## config.mk

```make
export PLATFORM = sky130hd
export DESIGN_NAME = oam_dma
export DESIGN_NICKNAME = d
export VERILOG_FILES = /design/src/rtl/oam_dma.sv
export SDC_FILE = /design/constraint.sdc
export NUM_CORES = 1
export LEC_CHECK = 0
export ABC_CLOCK_PERIOD_IN_PS = 2700
export CORE_AREA = 4 4 95 97
export DETAILED_ROUTE_END_ITERATION = 7
export DIE_AREA = 0 0 99 101
export PLACE_DENSITY = 0.69
export REMOVE_ABC_BUFFERS = 1
export SYNTH_ARGS = -nofsm -noshare
export SYNTH_HDL_FRONTEND = slang
export SYNTH_SLANG_ARGS = --single-unit
```

## constraint.sdc

```tcl
create_clock -name clk_i -period 2.7 [get_ports clk_i]
set_input_delay 0.405 -clock clk_i [delete_from_list [all_inputs] [get_ports clk_i]]
set_output_delay 0.405 -clock clk_i [all_outputs]
set_load 0.05 [all_outputs]
```

## src/rtl/oam_dma.sv

```systemverilog
// Block-copy engine: streams LEN words from a 1-cycle-latency source bus into a sprite RAM write port.
// Optional per-slot pacing is enabled by defining OAM_DMA_PACE_EN.
module oam_dma #(
   parameter int unsigned aw   = 8,
   parameter int unsigned dw   = 8,
   parameter int unsigned saw  = 16,
   parameter int unsigned LEN  = 160,
   parameter int unsigned PACE = 4
) (
   input  logic           clk_i,
   input  logic           rst_i,
   input  logic           start_i,
   input  logic [saw-1:0] src_base_i,
   output logic           busy_o,
   output logic           done_o,
   input  logic           src_gnt_i,
   output logic           src_ce_o,
   output logic [saw-1:0] src_addr_o,
   input  logic [dw-1:0]  src_din_i,
   output logic           dst_ce_o,
   output logic           dst_we_o,
   output logic [aw-1:0]  dst_addr_o,
   output logic [dw-1:0]  dst_din_o
);

   typedef enum logic [1:0] {
      S_IDLE,
      S_RUN,
      S_DRAIN
   } state_t;

   localparam logic [aw:0] LAST = (aw+1)'(LEN-1);

   state_t         state_q, state_d;
   logic [aw:0]    idx_q, idx_d;
   logic [saw-1:0] base_q, base_d;
   logic [saw-1:0] addr_q, addr_d;
   logic           wr_q, wr_d;
   logic [aw-1:0]  waddr_q, waddr_d;
   logic           slot_ok;
   logic           rd_fire;
   logic           busy, done;
   logic [saw-1:0] rd_addr;

`ifdef OAM_DMA_PACE_EN
   localparam int unsigned PW = (PACE > 1) ? $clog2(PACE) : 1;
   localparam logic [PW-1:0] SLOT_LAST = PW'(PACE-1);

   logic [PW-1:0] slot_q, slot_d;

   always_comb begin
      slot_d = slot_q + 1'b1;
      if (start_i || slot_q == SLOT_LAST) slot_d = '0;
   end

   always_ff @(posedge clk_i) begin
      if (rst_i) slot_q <= '0;
      else       slot_q <= slot_d;
   end

   // A stalled slot is simply lost; the next opportunity is PACE clocks later.
   assign slot_ok = (slot_q == SLOT_LAST);
`else
   // Unpaced: every granted clock is a slot (any legal PACE is >= 1).
   assign slot_ok = (PACE != 0);
`endif

   always_comb begin
      state_d = state_q;
      idx_d   = idx_q;
      base_d  = base_q;
      addr_d  = addr_q;
      wr_d    = 1'b0;
      waddr_d = waddr_q;
      busy    = 1'b0;
      done    = 1'b0;
      rd_fire = 1'b0;
      rd_addr = base_q + saw'(idx_q);

      case (state_q)
         S_IDLE: ;
         S_RUN: begin
            busy = 1'b1;
            if (src_gnt_i && slot_ok) begin
               rd_fire = 1'b1;
               wr_d    = 1'b1;
               waddr_d = idx_q[aw-1:0];
               addr_d  = rd_addr;
               idx_d   = idx_q + 1'b1;
               if (idx_q == LAST) state_d = S_DRAIN;
            end
         end
         S_DRAIN: begin
            busy    = 1'b1;
            done    = !start_i;
            state_d = S_IDLE;
         end
         default: state_d = S_IDLE;
      endcase

      // Restart wins over everything; a read issued this cycle still lands next cycle.
      if (start_i) begin
         state_d = S_RUN;
         idx_d   = '0;
         base_d  = src_base_i;
      end
   end

   always_ff @(posedge clk_i) begin
      if (rst_i) begin
         state_q <= S_IDLE;
         idx_q   <= '0;
         base_q  <= '0;
         addr_q  <= '0;
         wr_q    <= 1'b0;
         waddr_q <= '0;
      end else begin
         state_q <= state_d;
         idx_q   <= idx_d;
         base_q  <= base_d;
         addr_q  <= addr_d;
         wr_q    <= wr_d;
         waddr_q <= waddr_d;
      end
   end

   assign busy_o     = busy;
   assign done_o     = done;
   assign src_ce_o   = rd_fire;
   assign src_addr_o = rd_fire ? rd_addr : addr_q;
   assign dst_ce_o   = wr_q;
   assign dst_we_o   = wr_q;
   assign dst_addr_o = waddr_q;
   assign dst_din_o  = wr_q ? src_din_i : '0;

endmodule

```

---- Word level (Yosys, flattened, before mapping) ----
Index checks and enable logic that the tools add are counted.
Widths: inputs -> output; s select.
operators by class
  multiply operators ...................... 0
  multiplexer cells ....................... 10
  $lt $le $gt $ge ......................... 0
  bitwise gates (word level) .............. 1
  reduce and logical (&&, ||, !) cells .... 7
  add/sub/neg operators ................... 2
  eq/ne operators ......................... 8
  div/mod/pow operators ................... 0
  shift operators ......................... 0
operator list
  operator             number
  $add 16x9->16        1
  $mux 16              1
  $add 9x1->9 const B  1
  $eq 9x8->1 const B   1
  $mux 8               1
  $ne 2x2->1 const B   3
  $ne 3x3->1 const B   2
  $reduce_and 3->1     2
  $mux 1               5
  $mux 2               2
  $pmux 2 s2           1
  $reduce_or 2->1      2
  $eq 2x1->1 const B   1
  $eq 2x2->1 const B   1
  $logic_not 2->1      1
  $reduce_and 2->1     1
  $logic_not 1->1      1
  $not 1->1            1
word-level totals
  RAM bits ................................ 0
  input port bits ......................... 28
  latch bits .............................. 0
  output and inout bits ................... 37
  register bits ........................... 52
  ROM bits ................................ 0
  memories ................................ 0

---- Logic depth before layout (Yosys ltp) ----
Gate-level depths: netlist (run 1).
  depth after elaboration ................. 5
  gate-level depth with buffers ........... 9
  depth with buffers taken out ............ 8

---- Worst setup path before layout (run 1) ----
No wires, ideal clock.
  kind .................................... register -> output
  start point ............................. register idx_q[0]
  end point ............................... output src_addr_o[8]
  stages on the path, launching flop included .. 8
  slack ................................... -0.578 ns
  data arrival time ....................... 2.873 ns
  path through ............................ dfxtp_1 > ha_1 > fa_1 > a21o_1 > a221oi_2 > o21ai_1 > xnor2_1 > o21ai_0
on the way
  word-level cells in the longest chain between the ends .. 2
ends and longest elaborated chain
  item                    RTL line  text
  from (decl)             35        logic [aw:0] idx_q, idx_d;
  from (signal assigned)  119       idx_q <= idx_d;
  $add 16x9->16           78        rd_addr = base_q + saw'(idx_q);
  $mux 16                 130       assign src_addr_o = rd_fire ? rd_addr : addr_q;
  to (decl)               18        output logic [saw-1:0] src_addr_o,
Every way passes these cells.

---- Worst setup path after layout (run 1) ----
  start point ............................. register base_q[0]
  end point ............................... output src_addr_o[14]
on the way
  word-level cells in the longest chain between the ends .. 2
ends and longest elaborated chain
  item                    RTL line  text
  from (decl)             36        logic [saw-1:0] base_q, base_d;
  from (signal assigned)  120       base_q <= base_d;
  $add 16x9->16           78
  $mux 16                 130
Every way passes these cells.

==> results of run 1 <==
cells in the mapped netlist (2+ instances only):
| master | count | share of area |
|---|---|---|
| dfxtp_1 | 52 | 0.38 |
| nand2_1 | 46 | 0.064 |
| nor2_1 | 35 | 0.048 |
| a21oi_1 | 28 | 0.052 |
| mux2i_1 | 16 | 0.059 |
| ha_1 | 13 | 0.060 |
| clkbuf_1 | 12 | 0.017 |
| and2_1 | 9 | 0.021 |
| nand4_1 | 9 | 0.021 |
| o21ai_0 | 9 | 0.017 |
| inv_1 | 8 | 0.011 |
| xor2_1 | 7 | 0.023 |
| nor2b_1 | 6 | 0.014 |
| xnor2_1 | 6 | 0.019 |
| buf_2 | 5 | 0.0092 |
| nand3_1 | 5 | 0.0092 |
| nor3_1 | 5 | 0.0092 |
| nor4_1 | 5 | 0.012 |
| a31oi_1 | 4 | 0.0092 |
| a21o_1 | 3 | 0.0083 |
| mux2_2 | 3 | 0.012 |
| or3_1 | 3 | 0.0069 |
| a22oi_1 | 2 | 0.0055 |
| and3_2 | 2 | 0.0055 |
| and4_1 | 2 | 0.0065 |
| nand2b_1 | 2 | 0.0046 |
| nand3b_1 | 2 | 0.0055 |
| o2111ai_1 | 2 | 0.0065 |
| o211a_1 | 2 | 0.0074 |
| o21ai_1 | 2 | 0.0037 |
worst reg2reg max path, delay by kind of cell, from the launching register on:
kind / cells / cell delay, ns
simple gates: 3 / 0.88
buf+inv: 4 / 0.62
flops: 1 / 0.34
fa+ha+maj: 1 / 0.17
compound gates: 1 / 0.16
kinds of logic (layout without fill, tap and decap cells):
family | after synthesis | in the layout | synth area share
simple gates | 136 | 136 | 0.242
compound gates | 63 | 63 | 0.151
xor+xnor | 13 | 13 | 0.0420
buf+inv | 27 | 110 | 0.0411
mux | 19 | 19 | 0.0716
fa+ha+maj | 14 | 14 | 0.0674
flops | 52 | 52 | 0.384
area by class of cell:
class	instances	area (um^2)	area share
Inverter	8	30.0	0.00738
Clock buffer	6	72.6	0.0178
Tap cell	105	131	0.0323
Sequential cell	52	1050	0.258
Timing Repair Buffer	95	1030	0.254
Multi-Input combinational cell	245	1750	0.429
Clock inverter	1	5.00	0.00123
worst max path at each step:
stage,startpoint,to,slack (ns)
floorplan,state_q[1],src_addr_o[13],-0.93
detailed placement,idx_q[0],src_addr_o[8],0.02
global placement,idx_q[0],src_addr_o[8],0.07
finish,base_q[0],src_addr_o[14],-0.11
CTS,base_q[0],src_addr_o[14],-0.12
global route,base_q[0],src_addr_o[14],-0.23
per-stage QoR:
| step | setup slack, ns | power (mW) | instances |
|---|---|---|---|
| after floorplan | -0.926 | 0.981 | 305 |
| final | -0.115 | 1.59 | 512 |
| after global routing | -0.234 | 1.66 | 512 |
| after global placement | 0.0670 | 1.14 | 492 |
| after CTS | -0.123 | 1.59 | 511 |
| after detailed placement | 0.0197 | 1.15 | 492 |
what timing repair did:
| item | in CTS | in global routing |
|---|---|---|
| setup endpoints to repair | 8 | 11 |
| hold buffers | 0 | 0 |
| resized for setup | 29 | 12 |
| setup buffers | 12 | 1 |
| pin swaps | 15 | 4 |
state kept, by name (all words and copies together), names as in the netlist:
| name | cells |
|---|---|
| addr_q | 16 |
| base_q | 16 |
| idx_q | 9 |
| dst_addr_o | 8 |
| state_q | 2 |
| dst_ce_o | 1 |
metal layers:
| layer | global-route usage | up-vias | routed length [um] |
|---|---|---|---|
| li1 | - | 1296 | - |
| met1 | 0.183 | 1245 | 3250 |
| met2 | 0.272 | 98 | 3730 |
| met3 | 0.0388 | 24 | 455 |
| met4 | 0.0462 | 0 | 194 |
| met5 | 0 | - | 0 |
power groups by stage:
stage                     Sequential (mW)  Clock (mW)  Combinational (mW)
after floorplan                     0.827           0               0.155
after global placement              0.826           0               0.319
after detailed placement            0.827           0               0.324
after CTS                           0.812       0.439               0.339
after global routing                0.816       0.479               0.364
final                               0.811       0.433               0.342
cell usage in the layout, fill, tap and decap left out, drive strengths merged, types with 3 or more instances in the layout:
cell type and instances:
clkbuf 6, inv 8, nor2 35, a31oi 5, dfxtp 52, nand4 9, nor2b 6, mux2i 16
and2 9, nor3 5, ha 13, nand2 46, clkdlybuf4s50 46, or3 3, buf 49, xnor2 6
nand3 5, mux2 3, a21o 3, a21oi 28, o21ai 11, nor4 5, xor2 7
==> results.toml, run 1 <==
[final_layout]
layout.nets = 449
final_util = 0.500
syn2layout_area_growth_pct = 50.1
final_layout_size_suffix_gt1_frac = 0.238
final_cell_area_um2 = 4070
nFillCells = 741
diodes = 0

[sta]
slew_violations = 0
period_needed_ns = 2.81
hold_viol_final = 0
holdWs_ns = 0.462
tns_ns = -0.409
max_freq_mhz = 355
setup_slack_ns = -0.115
finalCritPeriodShare = 1.04
setup-violations-final = 5
rsz0062_at_grt = "true"
tightest_slew_ns = 0.551
slew_headroom = 0.632
finalClockSkew_ns = 0.00768

[clocking]
clock_latency_ns = 0.31
htreeDepth = 2
clockBufferDepth = 2
cts_root_buffer = "clkbuf_8"
cts_sinks = 52
cts_tree = "yes"
cts-buffers-inserted = 5
clk_pin_slew_ns = 0.09

[worst_setup_path]
cp-start-kind = "flip-flop"
cp.depth = 9
path_delay_family = "compound AO/OA/AOI/OAI gates"
arrival_ns = 2.41
slowest_delay_ns = 0.35
worstSetupEndpointType = "primary output"
r2r_cells = 9
reg2reg_setup_slack_ns = 0.47
critPathKind = "reg -> out"
crit_required_ns = 2.30
crit_chain = "ha_4 -> fa_2 -> a21o_1 -> a221oi_2 -> o21ai_2 -> buf_4 -> nand4_1 -> nand3_2 -> buf_12"
path_buf_inv = 2
cp_max_fo = 3
worstReg2RegStart = "state_q[1]"
crit_path_top_delay_cell = "fa_2"
reg2reg_to = "idx_q[5]"

[pwr]
p_leak_nw = 1.59
ir_drop_uv = 253
seq_power_share = 0.511
intPower_mw = 1.13
p_sw_mw = 0.457
powerDensity_nw_per_um2 = 390
p_clk_frac = 0.273
pwr-share-comb = 0.215
swShare = 0.288

[routing]
via_count = 2663
drtPass1Iterations = 4
final_antenna_net_count = 0
wirelength_mm = 7.63
viasPerCell = 5.20
drc_errors = 0
wire_per_inst_um = 14.9
drt_iter0_drc = 123

[synthesis]
synth_enable_flop_cells = 0
ys_seq_elements = 52
synth_ff_type = "dfxtp_1"
syn_avg_cell_area_um2 = 8.36
ys_seq_area_frac = 0.384
async_flop_share = 0
ys_warn_count = 0
synth.distinct_cells = 49
synth_cells = 324
synth_area_um2 = 2710

[outcome]
status = "finished, violations left"
violations = "negative setup slack"

[global_route]
track_usage = 0.154
antenna_found_initial = 0
grt-ovfl-total = 0
grt_pass1_wl_mm = 12.6
grt_max_degree = 25
grt_pass1_vias = 2669

[die]
io_pins = 65
dieWidth_um = 99
die_area_um2 = 10000
rows = 33
die_y_um = 101
core_region_area_um2 = 8130
start_util = 0.333

[run]
max_cap_viol_count = 0

[hold_path]
hold_end = "dst_addr_o[4]"
min_path_cells = 2
min_from = "dst_addr_o[4]"
min-delay-path-class = "reg -> reg"

[placed_design]
gp_congestion = 0.803
port_buffers = 64
dp_hpwl_mm = 5.58
place_area_um2 = 3690
Note: power is estimated with default switching activity, not from simulation.
==> run 2: changes to the inputs <==
--- a/config.mk
+++ b/config.mk
@@ -5,10 +5,11 @@
 export SDC_FILE = /design/constraint.sdc
 export NUM_CORES = 1
 export LEC_CHECK = 0
-export ABC_CLOCK_PERIOD_IN_PS = 2700
+export ABC_CLOCK_PERIOD_IN_PS = 3000
 export CORE_AREA = 4 4 95 97
 export DETAILED_ROUTE_END_ITERATION = 7
 export DIE_AREA = 0 0 99 101
+export HOLD_SLACK_MARGIN = 0.02
 export PLACE_DENSITY = 0.69
 export REMOVE_ABC_BUFFERS = 1
 export SYNTH_ARGS = -nofsm -noshare
==> constraint.sdc (replaced) <==
create_clock -name clk_i -period 3 [get_ports clk_i]
set_input_delay 0.45 -clock clk_i [delete_from_list [all_inputs] [get_ports clk_i]]
set_output_delay 0.45 -clock clk_i [all_outputs]
set_load 0.05 [all_outputs]
==> results.toml, run 2 (synthesis results as in run 1) <==
[die]
dieWidth_um = 99
io_pins = 65
start_util = 0.333
die_y_um = 101
rows = 33
die_area_um2 = 10000
core_region_area_um2 = 8130

[global_route]
track_usage = 0.143
grt_pass1_vias = 2404
grt-ovfl-total = 0
grt_pass1_wl_mm = 11.5
grt_max_degree = 21
antenna_found_initial = 0

[placed_design]
port_buffers = 64
dp_hpwl_mm = 5.28
gp_congestion = 0.872

[final_layout]
final_cell_mix = "dfxtp_1, clkdlybuf4s50_1, nand2_1"
layout.nets = 433
top_regs = "addr_q x16, base_q x16, idx_q x9"
layout_commonest_cell = "dfxtp_1"
final_layout_size_suffix_gt1_frac = 0.156
syn2layout_area_growth_pct = 41.0
diodes = 0

[pwr]
intPower_mw = 1.03
seq_power_share = 0.511
p_clk_frac = 0.288
pwr-share-comb = 0.201
p_sw_mw = 0.395
finalPower_mw = 1.43
ir_drop_uv = 172
swShare = 0.277
powerDensity_nw_per_um2 = 374
p_leak_nw = 1.51

[worst_setup_path]
cp-start-kind = "flip-flop"
crit_required_ns = 2.55
cp_max_fo = 4
cp-startpoint = "idx_q[0]"
worstSetupEndpointType = "primary output"
worstReg2RegStart = "idx_q[0]"
critPathKind = "reg -> out"
arrival_ns = 2.47

[routing]
final_antenna_net_count = 0
viasPerCell = 5.02
drtPass1Iterations = 4
wirelength_mm = 6.88
via_count = 2493
drt_iter0_drc = 119
drc_errors = 0
wire_per_inst_um = 13.8

[sta]
rsz0062_at_grt = "true"
finalCritPeriodShare = 0.974
finalClockSkew_ns = 0.00854
slew_headroom = 0.659
setup-violations-final = 0
slew_violations = 0
tightest_slew_ns = 0.509
period_needed_ns = 2.92
holdWs_ns = 0.462
max_freq_mhz = 342
hold_viol_final = 0

[clocking]
cts-buffers-inserted = 5
clockBufferDepth = 2
cts_root_buffer = "clkbuf_8"
clock_latency_ns = 0.31
holdBufCountCts = 0
cts_sinks = 52
cts_tree = "yes"
clk_pin_slew_ns = 0.09
htreeDepth = 2

[run]
max_cap_viol_count = 0

[hold_path]
min_from = "dst_addr_o[7]"
min-delay-path-class = "reg -> reg"

[outcome]
status = "complete, no violations"
## run 2: changes by cell type in the layout (fill, tap and decap cells not counted), sizes merged
cell	previous run	this run
clkbuf	6	8
buf	49	33
clkinv	1	0
## run 2: final cells by class
cell class	instances	area [um^2]
Fill cell	789	4310
Tap cell	105	131
Sequential cell	52	1050
Clock buffer	8	90.1
Timing Repair Buffer	79	908
Inverter	8	30.0
Multi-Input combinational cell	245	1610
## run 2: layer usage
metal  part of all wire  wire, um  global-route usage  vias up
met4              0.013        89              0.0410        0
met2               0.48      3290               0.244       60
li1                   -         -                   -     1271
met5                  0         0                   0        -
met1               0.45      3080               0.175     1155
met3              0.060       412              0.0408        7
## run 2: worst paths after layout
check                                 endpoint  slack, ns  cells past startpoint
worst max-delay path            src_addr_o[10]       0.08                      8
worst min register to register   dst_addr_o[7]       0.46                      2
worst min-delay path             dst_addr_o[7]       0.46                      2
worst max register to register       addr_q[6]       0.82                      8
## run 2: stage by stage
stage	instances	setup WS [ns]	util	instance area [um^2]	setup TNS, ns
2_1_floorplan	305	-0.671	-	2630	-2.08
3_3_place_gp	484	0.232	0.446	3630	0
5_1_grt	497	-0.0153	0.470	3820	-0.0247
6_report	497	0.0765	0.470	3820	0
3_5_place_dp	484	0.182	0.446	3630	0
4_1_cts	492	0.0111	0.459	3730	0
## run 2: power by group through the flow
| stage | sequential (mW) | clock [mW] | combinational, mW |
|---|---|---|---|
| after floorplan | 0.744 | 0 | 0.139 |
| after global placement | 0.745 | 0 | 0.280 |
| after detailed placement | 0.747 | 0 | 0.282 |
| after CTS | 0.731 | 0.423 | 0.284 |
| after global routing | 0.733 | 0.451 | 0.308 |
| final | 0.729 | 0.412 | 0.287 |
## run 2: what timing repair did
| item | in CTS | in global routing |
|---|---|---|
| setup buffers | 0 | 5 |
| endpoints found under the setup margin | 4 | 8 |
| gates resized for setup | 5 | 12 |
| pin swaps | 3 | 6 |
## run 2: worst max-delay path, cell delays in order (launching register included)
cell     delay, ns
dfxtp_4       0.36
ha_2          0.20
fa_2          0.37
a21o_1        0.20
a22oi_1       0.20
a311o_1       0.30
nor3_1        0.08
a221o_1       0.31
buf_12        0.16
